### config.mk
export PLATFORM = sky130hd
export DESIGN_NAME = cache_refill_flat
export DESIGN_NICKNAME = d
export VERILOG_FILES = /design/src/rtl/cache_refill_pkg.sv /design/src/rtl/cache_refill_if.sv /design/src/rtl/cache_refill_linebuf.sv /design/src/rtl/cache_refill.sv /design/src/flat_wrapper.sv
export SDC_FILE = /design/constraint.sdc
export NUM_CORES = 1
export LEC_CHECK = 0
export BUFFER_PORTS_ARGS = -buffer_cell sky130_fd_sc_hd__buf_2
export CORE_ASPECT_RATIO = 0.75
export CORE_MARGIN = 4
export CORE_UTILIZATION = 46
export CTS_BUF_LIST = sky130_fd_sc_hd__clkbuf_16
export DETAILED_ROUTE_END_ITERATION = 16
export GPL_ROUTABILITY_DRIVEN = 1
export PLACE_DENSITY = 0.76
export SYNTH_ARGS = -nofsm -noshare
export SYNTH_HDL_FRONTEND = slang
export SYNTH_SLANG_ARGS = --single-unit
### constraint.sdc
create_clock -name i_clk -period 1.8 [get_ports i_clk]
set_clock_uncertainty 0.1 [all_clocks]
set_input_delay 0.18 -clock i_clk [delete_from_list [all_inputs] [get_ports i_clk]]
set_output_delay 0.18 -clock i_clk [all_outputs]
set_load 0.05 [all_outputs]
### src/rtl/cache_refill_pkg.sv
// cache_refill_pkg
// Shared definitions for the cache refill engine: default geometry,
// refill FSM state encoding, the fixed burst-length field width, and
// helpers that derive beat count / offset / counter widths from a geometry.
package cache_refill_pkg;

  localparam int DEF_LINE_WIDTH  = 256;
  localparam int DEF_BEAT_WIDTH  = 32;
  localparam int DEF_INDEX_WIDTH = 3;
  localparam int DEF_ADDR_WIDTH  = 32;

  // Width of the mem_req_len field (beats minus one).
  localparam int LEN_WIDTH = 8;

  typedef enum logic [2:0] {
    IDLE,
    REQ,
    RECV,
    WRITE,
    DONE
  } state_t;

  // Number of memory beats per cache line.
  function automatic int beats_of(input int line_width, input int beat_width);
    return line_width / beat_width;
  endfunction

  // Number of byte-offset bits inside one line.
  function automatic int offset_width_of(input int line_width);
    return $clog2(line_width / 8);
  endfunction

  // Beat counter width, never below one bit.
  function automatic int cnt_width_of(input int beats);
    return (beats > 1) ? $clog2(beats) : 1;
  endfunction

  localparam int BEATS        = beats_of(DEF_LINE_WIDTH, DEF_BEAT_WIDTH);
  localparam int OFFSET_WIDTH = offset_width_of(DEF_LINE_WIDTH);

endpackage

### src/rtl/cache_refill_if.sv
// cache_refill_if
// Bundles every handshake/bus signal of the refill engine:
//   miss_*      : refill request from the cache miss logic
//   mem_req_*   : burst read request to memory
//   mem_r*      : burst read data beats from memory
//   da_*        : data array write port
//   refill_*    : completion pulse and framing error flag
// Modports:
//   master : the refill engine itself
//   slave  : its environment (miss logic, memory, data array)
interface cache_refill_if #(
  parameter int LINE_WIDTH  = cache_refill_pkg::DEF_LINE_WIDTH,
  parameter int BEAT_WIDTH  = cache_refill_pkg::DEF_BEAT_WIDTH,
  parameter int INDEX_WIDTH = cache_refill_pkg::DEF_INDEX_WIDTH,
  parameter int ADDR_WIDTH  = cache_refill_pkg::DEF_ADDR_WIDTH
);

  logic                                 miss_valid;
  logic                                 miss_ready;
  logic [ADDR_WIDTH-1:0]                miss_addr;
  logic [INDEX_WIDTH-1:0]               miss_index;

  logic                                 mem_req_valid;
  logic                                 mem_req_ready;
  logic [ADDR_WIDTH-1:0]                mem_req_addr;
  logic [cache_refill_pkg::LEN_WIDTH-1:0] mem_req_len;

  logic                                 mem_rvalid;
  logic                                 mem_rready;
  logic [BEAT_WIDTH-1:0]                mem_rdata;
  logic                                 mem_rlast;

  logic                                 da_wen;
  logic [INDEX_WIDTH-1:0]               da_waddr;
  logic [LINE_WIDTH-1:0]                da_wdata;

  logic                                 refill_done;
  logic                                 refill_err;

  modport master (
    input  miss_valid, miss_addr, miss_index,
    output miss_ready,
    output mem_req_valid, mem_req_addr, mem_req_len,
    input  mem_req_ready,
    input  mem_rvalid, mem_rdata, mem_rlast,
    output mem_rready,
    output da_wen, da_waddr, da_wdata,
    output refill_done, refill_err
  );

  modport slave (
    output miss_valid, miss_addr, miss_index,
    input  miss_ready,
    input  mem_req_valid, mem_req_addr, mem_req_len,
    output mem_req_ready,
    output mem_rvalid, mem_rdata, mem_rlast,
    input  mem_rready,
    input  da_wen, da_waddr, da_wdata,
    input  refill_done, refill_err
  );

endinterface

### src/rtl/cache_refill_linebuf.sv
// cache_refill_linebuf
// Line assembly buffer: one BEAT_WIDTH register per beat slot plus the beat
// counter that selects which slot the next accepted beat lands in.
// Ports:
//   i_clk, i_resetn : clock, asynchronous active-low reset
//   i_clear         : restart counting at beat 0 (new refill)
//   i_beat_we       : accepted beat this cycle
//   i_beat_data     : beat payload
//   o_cnt           : current beat slot
//   o_last_beat     : current slot is the final one of the line
//   o_line          : assembled line (slot 0 in the low bits)
module cache_refill_linebuf #(
  parameter int LINE_WIDTH = 256,
  parameter int BEAT_WIDTH = 32,
  parameter int BEATS      = 8,
  parameter int CNT_W      = 3
) (
  input  logic                  i_clk,
  input  logic                  i_resetn,
  input  logic                  i_clear,
  input  logic                  i_beat_we,
  input  logic [BEAT_WIDTH-1:0] i_beat_data,
  output logic [CNT_W-1:0]      o_cnt,
  output logic                  o_last_beat,
  output logic [LINE_WIDTH-1:0] o_line
);

  localparam logic [CNT_W-1:0] LAST_CNT = CNT_W'(BEATS - 1);

  logic [CNT_W-1:0] r_cnt;

  // Wraps to 0 after the last slot; the FSM, not the wrap, ends the burst.
  always_ff @(posedge i_clk or negedge i_resetn) begin
    if (!i_resetn) begin
      r_cnt <= '0;
    end else if (i_clear) begin
      r_cnt <= '0;
    end else if (i_beat_we) begin
      r_cnt <= (r_cnt == LAST_CNT) ? '0 : r_cnt + 1'b1;
    end
  end

  genvar gi;
  generate
    for (gi = 0; gi < BEATS; gi++) begin : g_beat
      logic [BEAT_WIDTH-1:0] r_beat;

      always_ff @(posedge i_clk or negedge i_resetn) begin
        if (!i_resetn) begin
          r_beat <= '0;
        end else if (i_beat_we && (r_cnt == CNT_W'(gi))) begin
          r_beat <= i_beat_data;
        end
      end

      assign o_line[gi*BEAT_WIDTH +: BEAT_WIDTH] = r_beat;
    end
  endgenerate

  assign o_cnt       = r_cnt;
  assign o_last_beat = (r_cnt == LAST_CNT);

endmodule

### src/rtl/cache_refill.sv
// cache_refill
// Cache refill engine: accepts a miss, issues one line-aligned burst read,
// gathers the beats into a line and writes it to the data array in a single
// cycle, then pulses refill_done (with refill_err on bad burst framing).
// Ports:
//   i_clk    : clock
//   i_resetn : asynchronous active-low reset
//   bus      : cache_refill_if.master (miss, memory, data array, status)
module cache_refill
  import cache_refill_pkg::*;
#(
  parameter int LINE_WIDTH  = DEF_LINE_WIDTH,
  parameter int BEAT_WIDTH  = DEF_BEAT_WIDTH,
  parameter int INDEX_WIDTH = DEF_INDEX_WIDTH,
  parameter int ADDR_WIDTH  = DEF_ADDR_WIDTH
) (
  input  logic           i_clk,
  input  logic           i_resetn,
  cache_refill_if.master bus
);

  localparam int NBEATS = beats_of(LINE_WIDTH, BEAT_WIDTH);
  localparam int OFF_W  = offset_width_of(LINE_WIDTH);
  localparam int CNT_W  = cnt_width_of(NBEATS);

  localparam logic [ADDR_WIDTH-1:0] OFFSET_MASK = ADDR_WIDTH'((64'd1 << OFF_W) - 64'd1);
  localparam logic [LEN_WIDTH-1:0]  REQ_LEN     = LEN_WIDTH'(NBEATS - 1);
  localparam logic [CNT_W-1:0]      LAST_CNT    = CNT_W'(NBEATS - 1);

  state_t                 r_state;
  logic [ADDR_WIDTH-1:0]  r_addr;
  logic [INDEX_WIDTH-1:0] r_index;
  logic                   r_err;
  logic                   r_miss_ready;
  logic                   r_mem_req_valid;
  logic                   r_mem_rready;
  logic                   r_da_wen;
  logic                   r_refill_done;
  logic                   r_refill_err;

  logic                   w_miss_fire;
  logic                   w_beat_fire;
  logic [CNT_W-1:0]       w_cnt;
  logic                   w_last_beat;
  logic [LINE_WIDTH-1:0]  w_line;

  // miss_ready / mem_rready are registered and high exactly in IDLE / RECV,
  // so the state test alone completes each handshake.
  assign w_miss_fire = (r_state == IDLE) && bus.miss_valid;
  assign w_beat_fire = (r_state == RECV) && bus.mem_rvalid;

  cache_refill_linebuf #(
    .LINE_WIDTH (LINE_WIDTH),
    .BEAT_WIDTH (BEAT_WIDTH),
    .BEATS      (NBEATS),
    .CNT_W      (CNT_W)
  ) u_linebuf (
    .i_clk       (i_clk),
    .i_resetn    (i_resetn),
    .i_clear     (w_miss_fire),
    .i_beat_we   (w_beat_fire),
    .i_beat_data (bus.mem_rdata),
    .o_cnt       (w_cnt),
    .o_last_beat (w_last_beat),
    .o_line      (w_line)
  );

  // Outputs are registered alongside the state: each transition loads the
  // output values of the state being entered.
  always_ff @(posedge i_clk or negedge i_resetn) begin
    if (!i_resetn) begin
      r_state         <= IDLE;
      r_addr          <= '0;
      r_index         <= '0;
      r_err           <= 1'b0;
      r_miss_ready    <= 1'b1;
      r_mem_req_valid <= 1'b0;
      r_mem_rready    <= 1'b0;
      r_da_wen        <= 1'b0;
      r_refill_done   <= 1'b0;
      r_refill_err    <= 1'b0;
    end else begin
      case (r_state)
        IDLE: begin
          if (bus.miss_valid) begin
            r_addr          <= bus.miss_addr & ~OFFSET_MASK;
            r_index         <= bus.miss_index;
            r_err           <= 1'b0;
            r_miss_ready    <= 1'b0;
            r_mem_req_valid <= 1'b1;
            r_state         <= REQ;
          end
        end
        REQ: begin
          if (bus.mem_req_ready) begin
            r_mem_req_valid <= 1'b0;
            r_mem_rready    <= 1'b1;
            r_state         <= RECV;
          end
        end
        RECV: begin
          if (bus.mem_rvalid) begin
            if (bus.mem_rlast && (w_cnt != LAST_CNT)) begin
              // Burst ended early: drop the partial line.
              r_err         <= 1'b1;
              r_mem_rready  <= 1'b0;
              r_refill_done <= 1'b1;
              r_refill_err  <= 1'b1;
              r_state       <= DONE;
            end else if (w_last_beat) begin
              r_mem_rready <= 1'b0;
              if (bus.mem_rlast) begin
                r_da_wen <= 1'b1;
                r_state  <= WRITE;
              end else begin
                // Final slot filled but memory did not mark it last.
                r_err         <= 1'b1;
                r_refill_done <= 1'b1;
                r_refill_err  <= 1'b1;
                r_state       <= DONE;
              end
            end
          end
        end
        WRITE: begin
          r_da_wen      <= 1'b0;
          r_refill_done <= 1'b1;
          r_refill_err  <= r_err;
          r_state       <= DONE;
        end
        DONE: begin
          r_refill_done <= 1'b0;
          r_refill_err  <= 1'b0;
          r_miss_ready  <= 1'b1;
          r_state       <= IDLE;
        end
        default: begin
          r_state         <= IDLE;
          r_miss_ready    <= 1'b1;
          r_mem_req_valid <= 1'b0;
          r_mem_rready    <= 1'b0;
          r_da_wen        <= 1'b0;
          r_refill_done   <= 1'b0;
          r_refill_err    <= 1'b0;
        end
      endcase
    end
  end

  assign bus.miss_ready    = r_miss_ready;
  assign bus.mem_req_valid = r_mem_req_valid;
  assign bus.mem_req_addr  = r_mem_req_valid ? r_addr : '0;
  assign bus.mem_req_len   = r_mem_req_valid ? REQ_LEN : '0;
  assign bus.mem_rready    = r_mem_rready;
  assign bus.da_wen        = r_da_wen;
  assign bus.da_waddr      = r_index;
  assign bus.da_wdata      = w_line;
  assign bus.refill_done   = r_refill_done;
  assign bus.refill_err    = r_refill_err;

endmodule
### src/flat_wrapper.sv
// flat-port wrapper written by rule: the top's interface ports become plain ports
module cache_refill_flat import cache_refill_pkg::*;
#(
  parameter int LINE_WIDTH  = DEF_LINE_WIDTH,
  parameter int BEAT_WIDTH  = DEF_BEAT_WIDTH,
  parameter int INDEX_WIDTH = DEF_INDEX_WIDTH,
  parameter int ADDR_WIDTH  = DEF_ADDR_WIDTH
)
  (i_clk, i_resetn, bus_miss_valid, bus_miss_addr, bus_miss_index, bus_miss_ready, bus_mem_req_valid, bus_mem_req_addr, bus_mem_req_len, bus_mem_req_ready, bus_mem_rvalid, bus_mem_rdata, bus_mem_rlast, bus_mem_rready, bus_da_wen, bus_da_waddr, bus_da_wdata, bus_refill_done, bus_refill_err);
  cache_refill_if #(.LINE_WIDTH(LINE_WIDTH), .BEAT_WIDTH(BEAT_WIDTH), .INDEX_WIDTH(INDEX_WIDTH), .ADDR_WIDTH(ADDR_WIDTH)) bus_i ();
  input  logic i_clk;
  input  logic i_resetn;
  input wire logic [$bits(bus_i.miss_valid)-1:0] bus_miss_valid;
  input wire logic [$bits(bus_i.miss_addr)-1:0] bus_miss_addr;
  input wire logic [$bits(bus_i.miss_index)-1:0] bus_miss_index;
  output wire logic [$bits(bus_i.miss_ready)-1:0] bus_miss_ready;
  output wire logic [$bits(bus_i.mem_req_valid)-1:0] bus_mem_req_valid;
  output wire logic [$bits(bus_i.mem_req_addr)-1:0] bus_mem_req_addr;
  output wire logic [$bits(bus_i.mem_req_len)-1:0] bus_mem_req_len;
  input wire logic [$bits(bus_i.mem_req_ready)-1:0] bus_mem_req_ready;
  input wire logic [$bits(bus_i.mem_rvalid)-1:0] bus_mem_rvalid;
  input wire logic [$bits(bus_i.mem_rdata)-1:0] bus_mem_rdata;
  input wire logic [$bits(bus_i.mem_rlast)-1:0] bus_mem_rlast;
  output wire logic [$bits(bus_i.mem_rready)-1:0] bus_mem_rready;
  output wire logic [$bits(bus_i.da_wen)-1:0] bus_da_wen;
  output wire logic [$bits(bus_i.da_waddr)-1:0] bus_da_waddr;
  output wire logic [$bits(bus_i.da_wdata)-1:0] bus_da_wdata;
  output wire logic [$bits(bus_i.refill_done)-1:0] bus_refill_done;
  output wire logic [$bits(bus_i.refill_err)-1:0] bus_refill_err;
  assign bus_i.miss_valid = bus_miss_valid;
  assign bus_i.miss_addr = bus_miss_addr;
  assign bus_i.miss_index = bus_miss_index;
  assign bus_miss_ready = bus_i.miss_ready;
  assign bus_mem_req_valid = bus_i.mem_req_valid;
  assign bus_mem_req_addr = bus_i.mem_req_addr;
  assign bus_mem_req_len = bus_i.mem_req_len;
  assign bus_i.mem_req_ready = bus_mem_req_ready;
  assign bus_i.mem_rvalid = bus_mem_rvalid;
  assign bus_i.mem_rdata = bus_mem_rdata;
  assign bus_i.mem_rlast = bus_mem_rlast;
  assign bus_mem_rready = bus_i.mem_rready;
  assign bus_da_wen = bus_i.da_wen;
  assign bus_da_waddr = bus_i.da_waddr;
  assign bus_da_wdata = bus_i.da_wdata;
  assign bus_refill_done = bus_i.refill_done;
  assign bus_refill_err = bus_i.refill_err;
  cache_refill #(.LINE_WIDTH(LINE_WIDTH), .BEAT_WIDTH(BEAT_WIDTH), .INDEX_WIDTH(INDEX_WIDTH), .ADDR_WIDTH(ADDR_WIDTH)) u_core (.i_clk(i_clk), .i_resetn(i_resetn), .bus(bus_i));
endmodule
# --- Yosys cells after proc, flatten, opt, wreduce, memory -nomap -nowiden ---
# Cells that the tools add are included.
op_classes:
  n_addsub: 1
  eq_ne: 20
  muxes: 34
  n_bitwise: 5
  reduce_logical: 28
op_table:
  columns: ["operator", "n"]
  rows:
  - ["32-bit two-way mux", 1]
  - ["3-bit two-way mux", 10]
  - ["3-bit equality test (second input constant)", 5]
  - ["1-bit two-way mux", 15]
  - ["3-bit by 2-bit equality test with 1-bit output (second input constant)", 4]
  - ["2-bit != test (second input constant)", 6]
  - ["1-bit case mux with 3 select lines", 4]
  - ["3-bit case mux with 4 select lines", 1]
  - ["4-bit AND reduction", 3]
  - ["3-bit OR reduction", 4]
  - ["1-bit logical AND", 11]
  - ["5-bit AND reduction", 2]
  - ["3-bit != test (second input constant)", 3]
  - ["3-bit by 1-bit equality test with 1-bit output (second input constant)", 2]
  - ["3-bit zero test", 2]
  - ["1-bit case mux with 2 select lines", 3]
  - ["1-bit NOT", 5]
  - ["2-bit AND reduction", 2]
  - ["2-bit nonzero test", 2]
  - ["3-bit by 1-bit adder with 3-bit output (second input constant)", 1]
  - ["3-bit AND reduction", 1]
  - ["2-bit OR reduction", 1]
totals:
  reg_bits: 299
  input_bits: 73
  out_inout_bits: 305
  wordCells: 107

# --- Longest topological paths before layout ---
logic_depth:
  word_depth: 5
  depth_mapped: 7
  mapped_depth_nobuf: 6

# --- Hierarchy ---
# Synthesis repeated with hierarchy kept, for this count alone.
unflattened:
  hier_cells: 725
  area_unflattened_um2: 11628.7
by_module_without_submodules:
  columns: ["mod", "n_inst", "cells_each", "area_per_inst_um2", "seq_area_each_um2"]
  rows:
  - ["cache_refill_linebuf", 1, 564, 9699.3, 6481.2]
  - ["cache_refill", 1, 161, 1929.4, 1002.2]

# --- Least setup slack after synthesis ---
# No wires, ideal clock.
synth_path:
  kind: "register to register"
  from: "register u_core.u_linebuf.r_cnt[0] (netlist: u_core.u_linebuf.o_cnt[0])"
  to: "register u_core.u_linebuf.g_beat[7].r_beat[10]"
  setup_ps: 125
  arrival_time_ps: 1677
  required_time_ps: 1575
  path_slack_ps: -101
  path_stages_with_launch: 6
  path_buffers: 1
  synth_period_minus_slack_ps: 1901
  cell_sequence: "dfrtp_1 > ha_1 > ha_1 > nor3b_2 > buf_2 > mux2_2"
synth_between:
  elab_chain_cells: 2
synth_lines:
  columns: ["element", "line", "source"]
  rows:
  - ["from (decl)", "cache_refill_linebuf.sv:30", "logic [CNT_W-1:0] r_cnt;"]
  - ["from (signal assigned)", "cache_refill_linebuf.sv:39", "r_cnt <= (r_cnt == LAST_CNT) ? '0 : r_cnt + 1'b1;"]
  - ["3-bit equality test", "cache_refill_linebuf.sv:51", "end else if (i_beat_we && (r_cnt == CNT_W'(gi))) begin"]
  - ["1-bit logical AND", "cache_refill_linebuf.sv:51", null]
  - ["to (signal assigned)", "cache_refill_linebuf.sv:52", "r_beat <= i_beat_data;"]
  - ["to (decl)", "cache_refill_linebuf.sv:46", "logic [BEAT_WIDTH-1:0] r_beat;"]
# Every way passes these cells.
# A chain may end at the register's enable or synchronous reset.

# --- Worst setup path after layout ---
layout_path:
  from: "register u_core.u_linebuf.r_cnt[0] (netlist: u_core.u_linebuf.o_cnt[0])"
  to: "register u_core.u_linebuf.g_beat[7].r_beat[8]"
# Same word-level chain as after synthesis.

==> out/qor.yml <==
ys_dominant_reg_cell: "dfrtp_1"
start_kind: "register"
grt_pass1_vias: 8750
fin_crit_ns: 1.913
wl_met2_um: 17130
maxSlewViolCount: 0
layout-drive-gt1-share: 0.6361
place_ws_ns: -0.1334
critPathBufInv: 2
clockBufferDepth: 3
cp.required_ns: 2.11
seq_area_um2: 7485
syn-mean-instance-area_um2: 15.78
diodes: 0
critPathSlowestCell: "dfrtp_1"
fin_setup_tns_ns: -10.20
clk_pin_slew_ns: 0.06
synth_cell_types: 36
drc: 0
yosys_register_bits: 299
status: "finished, violations left"
drt-pass1-iter-count: 4
die_y_um: 145.8
power_leakage_nw: 9.471
cp_common_cell: "buf_12"
cpPeakStageDelay_ns: 0.43
rsz0062_at_grt: "yes"
drt_iter0_markers: 265
clkSinkCount: 299
yosysWarnings: 0
track_usage: 0.2361
routed_wl_um: 36440
rows: 50
crit_chain: "ha_2, ha_4, nor3b_4, buf_12, buf_12, mux2_2"
path_class: "register to register"
synthesis.instances: 738
crit_arrival_ns: 2.23
wl_met3_um: 3209
yosysSeqAreaShare: 0.6424
numCtsBuffers: 29
yosysTopAreaCellShare: 0.6402
die_area_um2: 27960
io_buffers: 362
initial_utilization: 0.4667
yosysTopAreaCell: "dfrtp_1"
multi_input_area_um2: 4637
htree_levels: 1
viasPerCell: 5.156
crit_fanout: 9
cellPowerDensity_nw_per_um2: 1492
dp_hpwl_um: 21770
setup_viol: 214
ioPinCount: 378
hold_violations: 0
cts_tree: "yes"
root_buffer: "clkbuf_16"
async_flop_share: 1.000
synthTopCellsByArea: "dfrtp_1 (64%), mux2_2 (27%), and2_1 (1.6%), buf_2 (1.0%), buf_4 (1.0%)"
ir_worst_vdd_v: 0.001701
antenna_found_initial: 0
core_area_um2: 24960
syn_area_um2: 11650
clkLatencyLatePin_ns: 0.54
grt_max_degree: 60
area_delta_synth_final_pct: 48.08
timing.fmax_ghz: 0.5228
maxCapViolations: 0
wire_per_inst_um: 22.86
wl_met1_um: 15220
place_congestion: 0.7910
fin_crit_sh: 1.063
endpoint_kind: "register"
critPathTopFamily: "flip-flops"
ant_nets: 0
fp.dieW_um: 191.8
fin_nets: 1317
grt_first_pass_wirelength_um: 51810
grt_overflow: 0
synth_edf_count: 0
vias: 8219
setup_ws_ns: -0.1127
fillers: 1635
hold_class: "primary input to asynchronous set/reset pin"
violations: "negative setup slack"
top_layer: "met4"
-- logic make-up (layout without fill, tap and decap cells) --
kind of cell    after synthesis  after routing  synth area share
other cells                   1             10         0.0003219
simple gates                 69             69           0.03480
fa+ha+maj                     7              7          0.007518
flops                       299            299            0.6424
buf+inv                      54            563           0.02718
compound gates               22             22           0.01128
mux                         286            286            0.2765
-- metal layers --
layer	global-route usage	vias up
met2	0.3886	355
met4	0.05707	0
met1	0.3045	4219
met3	0.07818	60
li1	-	3585
met5	0	-
-- cells in the final DEF, fill, tap and decap left out, types with 2 or more instances in the layout --
cell	n
buf_2	334
dfrtp_1	297
mux2_4	148
mux2_2	137
dlygate4sd3_1	67
buf_4	41
clkbuf_16	37
buf_12	28
and2_1	17
buf_6	14
inv_1	11
and2_2	10
conb_1	10
nor2_1	8
nand2_1	8
o21ai_0	6
a21oi_1	6
clkinv_1	6
buf_16	6
clkbuf_4	6
ha_4	5
buf_8	4
nor3b_4	3
nand4_1	3
clkinv_2	3
inv_2	2
nand3_4	2
nor2_4	2
nand3b_1	2
nand4b_1	2
and2_4	2
a31oi_1	2
or3_1	2
ha_2	2
inv_6	2
-- metrics by stage --
step           hold WS (ns)  power (mW)  cell area (um^2)  utilization  instances
2_1_floorplan       -0.2156       16.19             11730            -        747
3_3_place_gp        0.01927       18.57             14260       0.5715       1445
3_5_place_dp        0.02872       18.78             14260       0.5715       1445
4_1_cts             0.04463       24.80             16440       0.6587       1583
5_1_grt             0.08849       26.79             17250       0.6910       1594
6_report            0.07732       25.74             17250       0.6910       1594
-- flip-flops by register name (all words and copies together) (netlist names), 3 cells and up --
register,count
u_core.r_addr,27
u_core.u_linebuf.g_beat.r_beat,256
u_core.bus.da_waddr,3
u_core.u_linebuf.o_cnt,3
u_core.r_state,3
-- synth_stat cells, types with 3 or more instances --
cell / count
inv_1: 5
ha_1: 7
mux2_2: 284
clkbuf_1: 5
and2_1: 29
a21oi_1: 6
nand4_1: 3
buf_6: 3
dfrtp_1: 298
o21ai_0: 7
nand2_1: 9
buf_4: 16
nor2_1: 9
nor2b_1: 3
buf_2: 24
-- cell type report --
cell class              count  share of cell area
clock buffers              29             0.04207
inverters                   5            0.001233
clock inverters            21            0.006891
well taps                 338             0.02452
flip-flops and latches    299              0.4339
multi-input cells         394              0.2688
repair buffers            508              0.2225
-- report_power, final --
group          internal (mW)  switching, mW
Combinational           3.80           7.39
Clock                   3.04           2.46
Sequential              8.17          0.884
-- worst paths after layout --
path / start / endpoint / slack (ns) / cells after the start
setup / recovery: u_core.u_linebuf.o_cnt[0]$_DFFE_PN0P_ / u_core.u_linebuf.g_beat[7].r_beat[8]$_DFFE_PN0P_ / -0.11 / 6
hold / removal: i_resetn / u_core.u_linebuf.g_beat[0].r_beat[1]$_DFFE_PN0P_ / 0.08 / 2
max in group asynchronous: i_resetn / u_core.u_linebuf.g_beat[2].r_beat[19]$_DFFE_PN0P_ / 0.78 / 3
hold reg to reg: u_core.bus.refill_done$_DFFE_PN0P_ / u_core.bus.refill_done$_DFFE_PN0P_ / 0.37 / 1
setup reg to reg: u_core.u_linebuf.o_cnt[0]$_DFFE_PN0P_ / u_core.u_linebuf.g_beat[7].r_beat[8]$_DFFE_PN0P_ / -0.11 / 6
min in group i_clk: bus_miss_addr[30] / u_core.r_addr[30]$_DFFE_PN0P_ / 0.31 / 3
-- what timing repair did --
action                                 CTS  global route
endpoints found under the hold margin  593             0
setup buffers                           12             6
setup endpoints to repair              285           316
resized for setup                       90           170
cloned                                   9             9
hold buffers                            67             0
pin swaps                                5             8
Power figures use the tool's default switching activity.
